File: src/rtl/operand_bypass_pkg.sv
`default_nettype none
// ============================================================================
//  Module      : operand_bypass_pkg
//  Description : Shared widths, the x0 index and the forwarding-source
//                encoding used by the operand bypass stage.
//  Revision    : 1.0 - initial release
// ============================================================================
package operand_bypass_pkg;

    localparam int XLEN       = 32;
    localparam int REG_ADDR_W = 5;

    // Architectural zero register index; reads are hardwired to zero.
    localparam logic [REG_ADDR_W-1:0] c_X0 = '0;

    // Which path supplied an operand; exported for debug and coverage.
    typedef enum logic [2:0] {
        SRC_ZERO   = 3'd0,
        SRC_EX     = 3'd1,
        SRC_MEM    = 3'd2,
        SRC_WB     = 3'd3,
        SRC_SHADOW = 3'd4,
        SRC_RF     = 3'd5
    } fwd_src_t;

endpackage : operand_bypass_pkg
`default_nettype wire

File: src/rtl/operand_bypass_if.sv
`default_nettype none
// ============================================================================
//  Module      : operand_bypass_if
//  Description : Decode, register-file, forwarding and operand signals of
//                the operand bypass stage. The master side is the pipeline
//                around the stage; the slave side is the stage itself.
//  Revision    : 1.0 - initial release
// ============================================================================
interface operand_bypass_if
    import operand_bypass_pkg::*;
#(
    parameter int XLEN_P       = XLEN,
    parameter int REG_ADDR_W_P = REG_ADDR_W
);

    // Decode side
    logic                    dec_valid;
    logic [REG_ADDR_W_P-1:0] dec_rs1;
    logic [REG_ADDR_W_P-1:0] dec_rs2;
    logic                    dec_use_rs1;
    logic                    dec_use_rs2;
    logic                    stall;
    logic                    kill;

    // Register file read data (one cycle after the address)
    logic [XLEN_P-1:0]       rf_data_rs1;
    logic [XLEN_P-1:0]       rf_data_rs2;

    // In-flight results
    logic                    ex_wr_en;
    logic                    ex_is_load;
    logic [REG_ADDR_W_P-1:0] ex_rd;
    logic [XLEN_P-1:0]       ex_data;
    logic                    mem_wr_en;
    logic [REG_ADDR_W_P-1:0] mem_rd;
    logic [XLEN_P-1:0]       mem_data;
    logic                    wb_wr_en;
    logic [REG_ADDR_W_P-1:0] wb_rd;
    logic [XLEN_P-1:0]       wb_data;

    // Operands to execute
    logic                    op_valid;
    logic [XLEN_P-1:0]       op_rs1;
    logic [XLEN_P-1:0]       op_rs2;
    logic                    hazard_stall;
    fwd_src_t                op_src1;
    fwd_src_t                op_src2;

    modport master (
        output dec_valid, dec_rs1, dec_rs2, dec_use_rs1, dec_use_rs2,
        output stall, kill, rf_data_rs1, rf_data_rs2,
        output ex_wr_en, ex_is_load, ex_rd, ex_data,
        output mem_wr_en, mem_rd, mem_data,
        output wb_wr_en, wb_rd, wb_data,
        input  op_valid, op_rs1, op_rs2, hazard_stall, op_src1, op_src2
    );

    modport slave (
        input  dec_valid, dec_rs1, dec_rs2, dec_use_rs1, dec_use_rs2,
        input  stall, kill, rf_data_rs1, rf_data_rs2,
        input  ex_wr_en, ex_is_load, ex_rd, ex_data,
        input  mem_wr_en, mem_rd, mem_data,
        input  wb_wr_en, wb_rd, wb_data,
        output op_valid, op_rs1, op_rs2, hazard_stall, op_src1, op_src2
    );

endinterface : operand_bypass_if
`default_nettype wire

File: src/rtl/operand_bypass_bypass_select.sv
`default_nettype none
// ============================================================================
//  Module      : bypass_select
//  Description : Priority forwarding mux for one source operand. The
//                youngest in-flight producer wins; x0 always reads zero;
//                the shadow copy covers the register file returning the
//                pre-write value when read and write share an edge.
//  Revision    : 1.0 - initial release
// ============================================================================
module bypass_select
    import operand_bypass_pkg::*;
#(
    parameter int XLEN_P       = XLEN,
    parameter int REG_ADDR_W_P = REG_ADDR_W
) (
    input  wire logic [REG_ADDR_W_P-1:0] i_src_idx,
    input  wire logic                    i_ex_wr_en,
    input  wire logic                    i_ex_is_load,
    input  wire logic [REG_ADDR_W_P-1:0] i_ex_rd,
    input  wire logic [XLEN_P-1:0]       i_ex_data,
    input  wire logic                    i_mem_wr_en,
    input  wire logic [REG_ADDR_W_P-1:0] i_mem_rd,
    input  wire logic [XLEN_P-1:0]       i_mem_data,
    input  wire logic                    i_wb_wr_en,
    input  wire logic [REG_ADDR_W_P-1:0] i_wb_rd,
    input  wire logic [XLEN_P-1:0]       i_wb_data,
    input  wire logic                    i_shadow_valid,
    input  wire logic [REG_ADDR_W_P-1:0] i_shadow_rd,
    input  wire logic [XLEN_P-1:0]       i_shadow_data,
    input  wire logic [XLEN_P-1:0]       i_rf_data,
    output logic      [XLEN_P-1:0]       o_data,
    output fwd_src_t                     o_src
);

    localparam logic [REG_ADDR_W_P-1:0] c_ZERO_IDX = '0;

    // First matching source wins; a load in EX has no data yet so it is skipped.
    always_comb begin
        o_data = i_rf_data;
        o_src  = SRC_RF;
        if (i_src_idx == c_ZERO_IDX) begin
            o_data = '0;
            o_src  = SRC_ZERO;
        end else if (i_ex_wr_en && !i_ex_is_load && (i_ex_rd == i_src_idx)) begin
            o_data = i_ex_data;
            o_src  = SRC_EX;
        end else if (i_mem_wr_en && (i_mem_rd == i_src_idx)) begin
            o_data = i_mem_data;
            o_src  = SRC_MEM;
        end else if (i_wb_wr_en && (i_wb_rd == i_src_idx)) begin
            o_data = i_wb_data;
            o_src  = SRC_WB;
        end else if (i_shadow_valid && (i_shadow_rd == i_src_idx)) begin
            o_data = i_shadow_data;
            o_src  = SRC_SHADOW;
        end
    end

endmodule : bypass_select
`default_nettype wire

File: src/rtl/operand_bypass.sv
`default_nettype none
// ============================================================================
//  Module      : operand_bypass
//  Description : Stage after the one-cycle register file. Aligns the
//                decoded rs1/rs2 indices with the returned read data,
//                forwards in-flight EX/MEM/WB results and the same-edge
//                write shadow, and requests a stall on load-use hazards.
//  Revision    : 1.0 - initial release
// ============================================================================
module operand_bypass
    import operand_bypass_pkg::*;
(
    input  wire logic        clock,
    input  wire logic        reset,
    operand_bypass_if.slave  bus
);

    // Stage registers aligned with RF read data
    logic                  r_s_valid;
    logic [REG_ADDR_W-1:0] r_s_rs1;
    logic [REG_ADDR_W-1:0] r_s_rs2;
    logic                  r_s_use1;
    logic                  r_s_use2;

    // Copy of the last RF write, for reads that raced it on the same edge
    logic                  r_shadow_valid;
    logic [REG_ADDR_W-1:0] r_shadow_rd;
    logic [XLEN-1:0]       r_shadow_data;

    logic                  w_hazard_stall;
    logic                  w_hold;
    logic                  w_op_valid;
    logic [XLEN-1:0]       w_res1;
    logic [XLEN-1:0]       w_res2;
    fwd_src_t              w_src1;
    fwd_src_t              w_src2;

    // A load in EX cannot forward yet; hold until it reaches MEM.
    always_comb begin
        w_hazard_stall = r_s_valid && bus.ex_wr_en && bus.ex_is_load &&
                         (bus.ex_rd != c_X0) &&
                         ((r_s_use1 && (bus.ex_rd == r_s_rs1)) ||
                          (r_s_use2 && (bus.ex_rd == r_s_rs2)));
        w_hold         = bus.stall || w_hazard_stall;
        w_op_valid     = r_s_valid && !w_hazard_stall && !bus.kill;
    end

    // Capture decode unless frozen; kill invalidates even while frozen.
    always_ff @(posedge clock) begin
        if (reset) begin
            r_s_valid <= 1'b0;
            r_s_rs1   <= '0;
            r_s_rs2   <= '0;
            r_s_use1  <= 1'b0;
            r_s_use2  <= 1'b0;
        end else begin
            if (bus.kill) begin
                r_s_valid <= 1'b0;
            end else if (!w_hold) begin
                r_s_valid <= bus.dec_valid;
            end
            if (!w_hold) begin
                r_s_rs1  <= bus.dec_rs1;
                r_s_rs2  <= bus.dec_rs2;
                r_s_use1 <= bus.dec_use_rs1;
                r_s_use2 <= bus.dec_use_rs2;
            end
        end
    end

    // Shadow tracks every RF write, stalled or not.
    always_ff @(posedge clock) begin
        if (reset) begin
            r_shadow_valid <= 1'b0;
            r_shadow_rd    <= '0;
            r_shadow_data  <= '0;
        end else begin
            r_shadow_valid <= bus.wb_wr_en && (bus.wb_rd != c_X0);
            r_shadow_rd    <= bus.wb_rd;
            r_shadow_data  <= bus.wb_data;
        end
    end

    bypass_select #(
        .XLEN_P       (XLEN),
        .REG_ADDR_W_P (REG_ADDR_W)
    ) u_sel_rs1 (
        .i_src_idx      (r_s_rs1),
        .i_ex_wr_en     (bus.ex_wr_en),
        .i_ex_is_load   (bus.ex_is_load),
        .i_ex_rd        (bus.ex_rd),
        .i_ex_data      (bus.ex_data),
        .i_mem_wr_en    (bus.mem_wr_en),
        .i_mem_rd       (bus.mem_rd),
        .i_mem_data     (bus.mem_data),
        .i_wb_wr_en     (bus.wb_wr_en),
        .i_wb_rd        (bus.wb_rd),
        .i_wb_data      (bus.wb_data),
        .i_shadow_valid (r_shadow_valid),
        .i_shadow_rd    (r_shadow_rd),
        .i_shadow_data  (r_shadow_data),
        .i_rf_data      (bus.rf_data_rs1),
        .o_data         (w_res1),
        .o_src          (w_src1)
    );

    bypass_select #(
        .XLEN_P       (XLEN),
        .REG_ADDR_W_P (REG_ADDR_W)
    ) u_sel_rs2 (
        .i_src_idx      (r_s_rs2),
        .i_ex_wr_en     (bus.ex_wr_en),
        .i_ex_is_load   (bus.ex_is_load),
        .i_ex_rd        (bus.ex_rd),
        .i_ex_data      (bus.ex_data),
        .i_mem_wr_en    (bus.mem_wr_en),
        .i_mem_rd       (bus.mem_rd),
        .i_mem_data     (bus.mem_data),
        .i_wb_wr_en     (bus.wb_wr_en),
        .i_wb_rd        (bus.wb_rd),
        .i_wb_data      (bus.wb_data),
        .i_shadow_valid (r_shadow_valid),
        .i_shadow_rd    (r_shadow_rd),
        .i_shadow_data  (r_shadow_data),
        .i_rf_data      (bus.rf_data_rs2),
        .o_data         (w_res2),
        .o_src          (w_src2)
    );

    // Operands are zeroed whenever they are not valid for execute.
    always_comb begin
        bus.op_valid     = w_op_valid;
        bus.hazard_stall = w_hazard_stall;
        bus.op_rs1       = w_op_valid ? w_res1 : '0;
        bus.op_rs2       = w_op_valid ? w_res2 : '0;
        bus.op_src1      = w_src1;
        bus.op_src2      = w_src2;
    end

endmodule : operand_bypass
`default_nettype wire

File: src/flat_wrapper.sv
// flat-port wrapper written by rule: the top's interface ports become plain ports
module operand_bypass_flat import operand_bypass_pkg::*;
  (clock, reset, bus_dec_valid, bus_dec_rs1, bus_dec_rs2, bus_dec_use_rs1, bus_dec_use_rs2, bus_stall, bus_kill, bus_rf_data_rs1, bus_rf_data_rs2, bus_ex_wr_en, bus_ex_is_load, bus_ex_rd, bus_ex_data, bus_mem_wr_en, bus_mem_rd, bus_mem_data, bus_wb_wr_en, bus_wb_rd, bus_wb_data, bus_op_valid, bus_op_rs1, bus_op_rs2, bus_hazard_stall, bus_op_src1, bus_op_src2);
  operand_bypass_if bus_i ();
  input  wire logic clock;
  input  wire logic reset;
  input wire logic [$bits(bus_i.dec_valid)-1:0] bus_dec_valid;
  input wire logic [$bits(bus_i.dec_rs1)-1:0] bus_dec_rs1;
  input wire logic [$bits(bus_i.dec_rs2)-1:0] bus_dec_rs2;
  input wire logic [$bits(bus_i.dec_use_rs1)-1:0] bus_dec_use_rs1;
  input wire logic [$bits(bus_i.dec_use_rs2)-1:0] bus_dec_use_rs2;
  input wire logic [$bits(bus_i.stall)-1:0] bus_stall;
  input wire logic [$bits(bus_i.kill)-1:0] bus_kill;
  input wire logic [$bits(bus_i.rf_data_rs1)-1:0] bus_rf_data_rs1;
  input wire logic [$bits(bus_i.rf_data_rs2)-1:0] bus_rf_data_rs2;
  input wire logic [$bits(bus_i.ex_wr_en)-1:0] bus_ex_wr_en;
  input wire logic [$bits(bus_i.ex_is_load)-1:0] bus_ex_is_load;
  input wire logic [$bits(bus_i.ex_rd)-1:0] bus_ex_rd;
  input wire logic [$bits(bus_i.ex_data)-1:0] bus_ex_data;
  input wire logic [$bits(bus_i.mem_wr_en)-1:0] bus_mem_wr_en;
  input wire logic [$bits(bus_i.mem_rd)-1:0] bus_mem_rd;
  input wire logic [$bits(bus_i.mem_data)-1:0] bus_mem_data;
  input wire logic [$bits(bus_i.wb_wr_en)-1:0] bus_wb_wr_en;
  input wire logic [$bits(bus_i.wb_rd)-1:0] bus_wb_rd;
  input wire logic [$bits(bus_i.wb_data)-1:0] bus_wb_data;
  output wire logic [$bits(bus_i.op_valid)-1:0] bus_op_valid;
  output wire logic [$bits(bus_i.op_rs1)-1:0] bus_op_rs1;
  output wire logic [$bits(bus_i.op_rs2)-1:0] bus_op_rs2;
  output wire logic [$bits(bus_i.hazard_stall)-1:0] bus_hazard_stall;
  output wire logic [$bits(bus_i.op_src1)-1:0] bus_op_src1;
  output wire logic [$bits(bus_i.op_src2)-1:0] bus_op_src2;
  assign bus_i.dec_valid = bus_dec_valid;
  assign bus_i.dec_rs1 = bus_dec_rs1;
  assign bus_i.dec_rs2 = bus_dec_rs2;
  assign bus_i.dec_use_rs1 = bus_dec_use_rs1;
  assign bus_i.dec_use_rs2 = bus_dec_use_rs2;
  assign bus_i.stall = bus_stall;
  assign bus_i.kill = bus_kill;
  assign bus_i.rf_data_rs1 = bus_rf_data_rs1;
  assign bus_i.rf_data_rs2 = bus_rf_data_rs2;
  assign bus_i.ex_wr_en = bus_ex_wr_en;
  assign bus_i.ex_is_load = bus_ex_is_load;
  assign bus_i.ex_rd = bus_ex_rd;
  assign bus_i.ex_data = bus_ex_data;
  assign bus_i.mem_wr_en = bus_mem_wr_en;
  assign bus_i.mem_rd = bus_mem_rd;
  assign bus_i.mem_data = bus_mem_data;
  assign bus_i.wb_wr_en = bus_wb_wr_en;
  assign bus_i.wb_rd = bus_wb_rd;
  assign bus_i.wb_data = bus_wb_data;
  assign bus_op_valid = bus_i.op_valid;
  assign bus_op_rs1 = bus_i.op_rs1;
  assign bus_op_rs2 = bus_i.op_rs2;
  assign bus_hazard_stall = bus_i.hazard_stall;
  assign bus_op_src1 = bus_i.op_src1;
  assign bus_op_src2 = bus_i.op_src2;
  operand_bypass u_core (.clock(clock), .reset(reset), .bus(bus_i));
endmodule
File: config.mk
export PLATFORM = sky130hd
export DESIGN_NAME = operand_bypass_flat
export DESIGN_NICKNAME = d
export VERILOG_FILES = /design/src/rtl/operand_bypass_pkg.sv /design/src/rtl/operand_bypass_if.sv /design/src/rtl/operand_bypass_bypass_select.sv /design/src/rtl/operand_bypass.sv /design/src/flat_wrapper.sv
export SDC_FILE = /design/constraint.sdc
export NUM_CORES = 1
export LEC_CHECK = 0
export CAP_MARGIN = 15
export CELL_PAD_IN_SITES_DETAIL_PLACEMENT = 1
export CELL_PAD_IN_SITES_GLOBAL_PLACEMENT = 2
export CORE_MARGIN = 5
export CORE_UTILIZATION = 22
export CTS_CLUSTER_DIAMETER = 200
export CTS_CLUSTER_SIZE = 25
export DETAILED_ROUTE_END_ITERATION = 12
export PLACE_DENSITY_LB_ADDON = 0.1
export SYNTH_ARGS = -nofsm -noshare
export SYNTH_HDL_FRONTEND = slang
export SYNTH_SLANG_ARGS = --single-unit
File: constraint.sdc
create_clock -name clock -period 4.4 [get_ports clock]
set_input_delay 0.44 -clock clock [delete_from_list [all_inputs] [get_ports clock]]
set_output_delay 0.44 -clock clock [all_outputs]
set_load 0.005 [all_outputs]
==> reports/qor.yml, run 1 <==
outcome: "finished clean"
numCtsBuffers: 5
dp_hpwl_mm: 20.9
yosysWarningCount: 0
synth-simple-area-share: 0.311
drive_gt1_frac: 0.0637
port_buffers: 267
synth_compound_area_frac: 0.316
synth_top_area_frac: 0.196
tns_ns: 0
area_growth_pct: 59.4
worst_setup_path_start_kind: "flip-flop"
cts.sinks: 51
tightest_slew_ns: 0.939
gp_congestion: 0.750
first_global_vias: 7260
crit_fanout: 33
final_cell_mix: "clkdlybuf4s50_1 (266), nor2_1 (83), nand2_1 (67), nor3_1 (67)"
layout.cell_area.non_filler_um2: 8310
grtUsageTotal: 0.209
crit_type: "reg -> out"
cts_setup_buffers: 0
synth_seq_cells: 51
hold_class: "reg -> reg"
cts.repair.resized: 0
wl_per_cell_um: 22.4
root_buffer: "clkbuf_16"
nNetsFinal: 1168
synth_top_family_by_area: "compound AO/OA/AOI/OAI gates"
synth.mux.area_fraction: 0.0250
ctsHoldBuffers: 0
post-route-drc-count: 0
num_vias: 6656
setup_viol: 0
finalPower_mw: 1.55
drt_iter0_markers: 249
num_rows: 56
synth_fa_ha_area_frac: 0
ys_seq_area_frac: 0.196
multi_input_area_um2: 3780
fin_cells: 1292
core_area_um2: 23400
start_util: 0.223
io_pins: 268
wirelength_mm: 28.9
ys.flop_type: "dfxtp_1"
first_pass_iters: 4
fin_crit_ns: 3.77
synth.avg_cell_area_um2: 6.85
cp.arrival_ns: 3.33
grt_max_degree: 67
die_h_um: 164
n_antenna_cell: 0
place_inst: 1284
dieArea_um2: 26900
slew_violations: 0
die_x_um: 164
cts_tree: "built"
clock_latency_ns: 0.31
yosysTopAreaCell: "dfxtp_1"
fillers: 2874
p_per_area_nw_per_um2: 187
synthCells: 761
setup_slack_ns: 0.631
fin_hold_ws_ns: 0.517
layout_commonest_cell: "clkdlybuf4s50_1"
grt_pass1_wl_mm: 43.8
fin_crit_sh: 0.856
netlist_top_cells_area: "dfxtp_1 (20%), a311oi_1 (11%), o211ai_1 (8.4%)"
leakagePower_nw: 2.71
gr-total-overflow: 0
peakVddDrop_mv: 0.160
synth-edff-count: 0
maxCapViolCount: 0
hold_violations: 0
seqCellArea_um2: 1020
synth_fp_nets: 957
end_kind: "output port"
synthArstFlopShare: 0
vias_per_cell: 5.15
rsz0062_at_grt: "no"
fin_util: 0.355
path_clk_slew_ns: 0.08
clock_path_buffers: 2
place_area_um2: 8150
cts_htree_levels: 2
synth_cell_type_count: 36
relSlewSlack: 0.374
required_ns: 3.96
final_antenna_net_count: 0
max_freq_ghz: 0.265
synthXorXnorAreaFrac: 0.0672
dp_slack_ns: 0.638
grt_antenna_before_repair: 1
syn-cell-area_um2: 5210
finClkSkew_ns: 0.00642
==> layer usage <==
layer	up-vias	GRT usage	routed length (µm)
met5	-	0	13
met3	14	0.0419	1670
met1	3186	0.281	13500
met2	182	0.356	13600
met4	2	0.0248	201
li1	3272	-	-
==> final timing paths <==
kind | from | endpoint | slack [ns] | cells past startpoint
max | u_core.r_s_rs2[4] | bus_op_rs2[3] | 0.63 | 7
min reg2reg | u_core.r_s_use2 | u_core.r_s_use2 | 0.52 | 2
min | u_core.r_s_use2 | u_core.r_s_use2 | 0.52 | 2
max reg2reg | u_core.r_s_rs2[4] | u_core.r_s_rs1[0] | 2.05 | 7
==> critical path, stage by stage (launching register included) <==
cell	delay (ns)
dfxtp_1	0.57
xor2_1	0.31
or3b_2	0.74
o21ai_0	0.20
a311oi_1	0.35
a211oi_1	0.07
nor3_1	0.22
clkdlybuf4s50_1	0.54
==> power by group <==
| part | leakage [nW] | internal (mW) | switching, mW |
|---|---|---|---|
| logic | 2.21 | 0.301 | 0.311 |
| clock network | 0.0759 | 0.218 | 0.211 |
| registers | 0.424 | 0.487 | 0.0248 |
| total | 2.71 | 1.01 | 0.547 |
==> flip-flops by register name, summed over array words and instances (netlist names) <==
| name | cells |
|---|---|
| u_core.r_s_rs2 | 5 |
| u_core.r_s_use2 | 1 |
| u_core.r_s_valid | 1 |
| u_core.r_shadow_data | 32 |
| u_core.r_shadow_valid | 1 |
| u_core.r_s_use1 | 1 |
| u_core.r_s_rs1 | 5 |
| u_core.r_shadow_rd | 5 |
==> layout make-up <==
type | count | area share
repair buffers | 300 | 0.354
well taps | 319 | 0.0480
inverters | 2 | 0.000904
flip-flops and latches | 51 | 0.123
clock buffers | 5 | 0.0151
clock inverters | 3 | 0.00346
multi-input cells | 612 | 0.455
==> cells in the mapped netlist (all sizes together) (2+ instances only) <==
library cell,instances
and2,2
nor2b,39
o211ai,58
or3b,2
nor3,69
buf,42
nand2,68
mux2i,13
nand3,14
a211oi,32
o21ai,64
xnor2,20
clkbuf,54
or4,2
nor2,87
a21oi,3
nand4,41
nor4,3
xor2,20
inv,2
a311oi,64
and3,4
dfxtp,51
==> logic make-up after synthesis <==
logic type	count (synthesis)
compound gates	226
xor+xnor	40
mux	13
flops	51
buf+inv	98
simple gates	333
(Power assumes the default switching activity.)
==> run 2, diff against run 1 <==
==> constraint.sdc (replaced) <==
create_clock -name clock -period 4.6 [get_ports clock]
set_input_delay 0.46 -clock clock [delete_from_list [all_inputs] [get_ports clock]]
set_output_delay 0.46 -clock clock [all_outputs]
set_load 0.1 [all_outputs]
==> run 2 against run 1 <==
  * Flip-flop and latch count unchanged
  * Wire length increased by 0.22%
  * Combinational power increased by 11%
  * Hold slack got worse by 0.016 ns
  * Global-route usage about the same
  * Largest power group unchanged
  * Worst setup slack improved by 0.13 ns
  * Sequential share of layout area decreased by 0.80 points
  * Final area increased by 7.0%
  * Sequential power decreased by 3%
==> reports/qor.yml, run 2 (synthesis gave the netlist of run 1 again) <==
outcome: "finished clean"
hold_violations: 0  # unchanged
cts.repair.resized: 0  # unchanged
cts_setup_buffers: 0  # unchanged
crit_fanout: 17  # -48%
setup_viol: 0  # unchanged
grtUsageTotal: 0.209  # +0.000291
maxCapViolCount: 0  # unchanged
area_growth_pct: 70.5
num_vias: 6737  # +1.2%
drt_iter0_markers: 260  # +4.4%
finalPower_mw: 1.63  # +5.2%
largest_register_ffs: 32  # unchanged
die_x_um: 164  # unchanged
slowest_stage: "or4_1"
leakagePower_nw: 2.99  # +10%
place_inst: 1271  # -1.0%
netSwitchingPower_mw: 0.612  # +12%
seq_power_share: 0.303  # -0.027
crit_type: "in -> out"
critical-path-top-delay-family: "simple AND/OR/NAND/NOR gates"
cp.arrival_ns: 3.38  # +0.05 ns
layout_commonest_cell: "clkdlybuf4s50_1"
worst_setup_path_start_kind: "input pin"
cts_tree: "built"
cts.sinks: 51  # unchanged
regMostFlops: "u_core.r_shadow_data"
dp_hpwl_mm: 20.7  # -0.83%
finClkSkew_ns: 0.00240  # -0.00402 ns
io_pins: 268  # unchanged
grt_pass1_wl_mm: 43.6  # -0.36%
combPwrFrac: 0.417  # +0.023
fin_cells: 1280  # -0.93%
peakVddDrop_mv: 0.159  # -0.24%
clkPwrFrac: 0.280  # +0.004
gp_congestion: 0.751  # +0.16%
vias_per_cell: 5.26  # +2.2%
wirelength_mm: 29.0  # +0.22%
crit_buf_inv: 3  # +2
worstReg2RegStart: "u_core.r_s_rs2[1]"
path_clk_slew_ns: 0.08  # about the same
first_pass_iters: 4  # unchanged
wl_per_cell_um: 22.6  # +1.2%
grt_antenna_before_repair: 0  # -1
end_kind: "output port"
cts_htree_levels: 2  # unchanged
swShare: 0.375  # +0.0227
max_freq_ghz: 0.260
numCtsBuffers: 5  # unchanged
post-route-drc-count: 0  # unchanged
fin_crit_sh: 0.836
final_cell_mix: "clkdlybuf4s50_1 (194), nor2_1 (83), buf_12 (69), nand2_1 (67), nor3_1 (67)"
ctsHoldBuffers: 0  # unchanged
path_cells: "clkdlybuf4s50_1 > or4_1 > nor2_2 > nor2_1 > a22oi_4 > nand3_2 > buf_4 > a311oi_1 > buf_12"
relSlewSlack: 0.253  # -0.122
nNetsFinal: 1155  # -1.1%
grt_max_degree: 68  # +1.5%
gr-total-overflow: 0  # unchanged
port_buffers: 267  # unchanged
clock_latency_ns: 0.30  # about the same
p_per_area_nw_per_um2: 184  # -1.7%
fin_crit_ns: 3.84
hold_path_startpoint: "u_core.r_s_use2"
start_util: 0.223  # unchanged
slew_violations: 0  # unchanged
tightest_slew_ns: 1.12  # +0.182 ns
num_rows: 56  # unchanged
dieArea_um2: 26900  # unchanged
die_h_um: 164  # unchanged
hold_class: "reg -> reg"
cp_slowest_stage_delay_ns: 0.56  # -0.18 ns
tns_ns: 0  # unchanged
startpoint: "bus_ex_rd[0]"
ff2ff_setup_slack_ns: 2.36  # +0.31 ns
core_area_um2: 23400  # unchanged
drive_gt1_frac: 0.126  # +0.0623
root_buffer: "clkbuf_16"
rsz0062_at_grt: "no"
clock_path_buffers: 2  # unchanged
required_ns: 4.14  # +0.18 ns
final_antenna_net_count: 0  # unchanged
first_global_vias: 7216  # -0.61%
power.internal_mw: 1.02  # +1.5%
==> run 2: worst reg2reg max path, stage by stage, from the launching register on <==
cell and delay (ns):
dfxtp_1 0.57, xor2_1 0.23, nor3_2 0.11, a221oi_4 0.85, mux2i_1 0.26, nor3_1 0.06
==> run 2: area by class of cell <==
type                            count  area, µm²
Clock inverter                      3       43.8
Inverter                            2       7.51
Multi-Input combinational cell    612       3780
Clock buffer                        5        125
Antenna cell                        1       2.50
Tap cell                          319        399
Timing Repair Buffer              287       3500
Fill cell                        2810      14500
Sequential cell                    51       1020
==> run 2: metrics by stage <==
stage / worst slack (ns) / instance area, µm² / util / hold WS [ns]
after floorplan: 0.103 / 5210 / - / 0.461
after CTS: 0.734 / 8880 / 0.380 / 0.509
after global routing: 0.583 / 8880 / 0.380 / 0.535
after detailed placement: 0.735 / 8710 / 0.372 / 0.490
after global placement: 0.771 / 8710 / 0.372 / 0.485
final: 0.757 / 8880 / 0.380 / 0.500
==> run 2: path summary, 6_finish.rpt <==
check	endpoint	depth (start not counted)
max reg2reg	u_core.r_s_valid	5
min	u_core.r_s_use2	2
max	bus_op_rs1[11]	9
min reg2reg	u_core.r_s_use2	2
==> run 2: power groups by stage <==
stage / sequential (mW) / combinational [mW] / clock, mW
after CTS: 0.496 / 0.691 / 0.473
after detailed placement: 0.506 / 0.687 / 0
after global routing: 0.500 / 0.731 / 0.489
after floorplan: 0.485 / 0.356 / 0
after global placement: 0.506 / 0.687 / 0
final: 0.496 / 0.681 / 0.457
==> run 2: layer usage <==
layer | vias up | track usage | part of all wire
li1 | 3248 | - | -
met3 | 16 | 0.0419 | 0.057
met4 | 0 | 0.0332 | 0.0096
met2 | 191 | 0.350 | 0.47
met5 | - | 0 | 0
met1 | 3282 | 0.283 | 0.46
==> run 3, diff against run 2 <==
--- a/config.mk
+++ b/config.mk
@@ -9,7 +9,7 @@
 export CELL_PAD_IN_SITES_DETAIL_PLACEMENT = 1
 export CELL_PAD_IN_SITES_GLOBAL_PLACEMENT = 2
 export CORE_MARGIN = 5
-export CORE_UTILIZATION = 22
+export CORE_UTILIZATION = 18
 export CTS_CLUSTER_DIAMETER = 200
 export CTS_CLUSTER_SIZE = 25
 export DETAILED_ROUTE_END_ITERATION = 12
==> constraint.sdc (replaced) <==
create_clock -name clock -period 3.1 [get_ports clock]
set_input_delay 0.31 -clock clock [delete_from_list [all_inputs] [get_ports clock]]
set_output_delay 0.31 -clock clock [all_outputs]
set_load 0.1 [all_outputs]
==> run 3 against run 2 <==
  * Count of clock-buffer cells in the layout is the same
  * Critical path depth is the same
  * Wire length grew 13%
  * Final area grew 19%
  * Register-to-register slack lost 1.2 ns
  * First-iteration DRC count grew 30%
  * Combinational power grew 75%
  * Flip-flop and latch count is the same
  * Sequential power grew 46%
  * Via count grew 4.6%
  * Hold slack lost 0.13 ns
  * Critical endpoint is now bus_op_rs2[11]
  * Largest cell class is now non-clock buffers
  * Highest routed layer is now met5
==> reports/qor.yml, run 3 (synthesis gave the netlist of run 1 again) <==
setup_slack_ns: 0.119  # -0.638 ns
vias_per_cell: 4.95  # -5.9%
rsz0062_at_grt: "yes"
cp.arrival_ns: 2.67  # -0.71 ns
dp_hpwl_mm: 23.9  # +15%
layout.cell_area.non_filler_um2: 10500  # +19%
start_util: 0.182  # -0.0406
gp_congestion: 0.771  # +2.7%
max_freq_ghz: 0.335
grtUsageTotal: 0.187  # -0.0223
gr-total-overflow: 0  # unchanged
startpoint: "u_core.r_s_rs2[4]"
maxCapViolCount: 0  # unchanged
cts_htree_levels: 2  # unchanged
hold_class: "in -> reg"
hold_violations: 0  # unchanged
place_area_um2: 10100  # +16%
numCtsBuffers: 5  # unchanged
grt_max_degree: 36  # -47%
post-route-drc-count: 0  # unchanged
finClkSkew_ns: 0.000820  # -0.00158 ns
die_x_um: 180  # +9.9%
crit_fanout: 17  # unchanged
path_clk_slew_ns: 0.08  # about the same
finalPower_mw: 2.52  # +54%
drt_iter0_markers: 339  # +30%
nNetsFinal: 1231  # +6.6%
setup_viol: 0  # unchanged
ctsHoldBuffers: 0  # unchanged
wirelength_mm: 32.7  # +13%
outcome: "finished clean"
die_h_um: 180  # +9.9%
worstReg2RegStart: "u_core.r_s_rs2[2]"
grt_antenna_before_repair: 3  # +3
fin_crit_sh: 0.962
final_cell_mix: "clkdlybuf4s50_1 (191), buf_12 (91), nor2_1 (83), buf_4 (66)"
slew_violations: 0  # unchanged
crit_type: "reg -> out"
fin_crit_ns: 2.98
relSlewSlack: 0.602  # +0.350
worst_setup_path_start_kind: "flip-flop"
grt_pass1_wl_mm: 48.0  # +9.9%
largest_register_ffs: 32  # unchanged
core_area_um2: 28600  # +22%
required_ns: 2.79  # -1.35 ns
hold_path_startpoint: "bus_wb_rd[3]"
peakVddDrop_mv: 0.224  # +41%
num_vias: 7049  # +4.6%
area_growth_pct: 102
port_buffers: 267  # unchanged
dp_slack_ns: 0.0392  # -0.695 ns
root_buffer: "clkbuf_16"
end_kind: "output port"
regMostFlops: "u_core.r_shadow_data"
clock_path_buffers: 2  # unchanged
first_global_vias: 7586  # +5.1%
final_antenna_net_count: 0  # unchanged
wl_per_cell_um: 23.0  # +1.4%
layout_commonest_cell: "clkdlybuf4s50_1"
io_pins: 268  # unchanged
drive_gt1_frac: 0.246  # +0.120
leakagePower_nw: 3.63  # +21%
first_pass_iters: 5  # +1
tightest_slew_ns: 0.597  # -0.524 ns
dieArea_um2: 32400  # +21%
num_rows: 62  # +11%
clock_latency_ns: 0.31  # about the same
cts_tree: "built"
cts.sinks: 51  # unchanged
p_per_area_nw_per_um2: 239  # +30%
==> run 3: critical path: stages, from the launching register on <==
cell and delay [ns]:
dfxtp_2 0.36, buf_4 0.16, xnor2_1 0.15, nand4_1 0.16, or2_2 0.37, buf_4 0.23, a311oi_1 0.36, a211oi_1 0.11
nor3_2 0.24, buf_12 0.21
==> run 3: through the flow <==
step                 util  hold WS (ns)  instances  setup TNS (ns)
floorplan               -         0.382        761          -28.42
finish              0.368         0.370       1423               0
CTS                 0.358         0.511       1408               0
detailed placement  0.352         0.501       1400               0
global route        0.368         0.369       1422          -0.101
global placement    0.352         0.482       1400               0
==> run 3: cell type report <==
| class | count | area, µm² |
|---|---|---|
| inverter | 2 | 7.51 |
| tap | 384 | 480 |
| fill | 3275 | 18100 |
| timing repair buffer | 363 | 4480 |
| clock buffer | 5 | 125 |
| multi-input combinational | 612 | 4370 |
| sequential | 51 | 1030 |
| clock inverter | 3 | 26.3 |
| antenna | 3 | 7.51 |
==> run 3: path summary, 6_finish.rpt <==
kind,slack [ns],cells past startpoint,endpoint
max,0.12,9,bus_op_rs2[11]
min,0.37,2,u_core.r_shadow_rd[3]
max reg2reg,1.14,8,u_core.r_s_rs1[1]
min reg2reg,0.51,2,u_core.r_s_use2
==> run 3: report_power, final <==
part           total, mW  leakage (nW)  internal, mW  switching [mW]
Combinational       1.19          3.13         0.536           0.649
Sequential         0.722         0.427         0.692          0.0296
Clock              0.609        0.0748         0.308           0.300
Total               2.52          3.63          1.54           0.979
==> run 3: timing repair <==
item	4_1_cts	5_1_grt
setup endpoints to repair	10	60
pin swaps	0	5
buffers inserted	0	7
gates resized for setup	3	25
cloned	0	5
==> run 3: per-layer routing <==
metal | vias to the layer above | track usage | share of wire
met5 | - | 0 | 0.00040
met1 | 3422 | 0.243 | 0.46
li1 | 3414 | - | -
met4 | 2 | 0.0284 | 0.011
met2 | 188 | 0.323 | 0.48
met3 | 23 | 0.0414 | 0.048
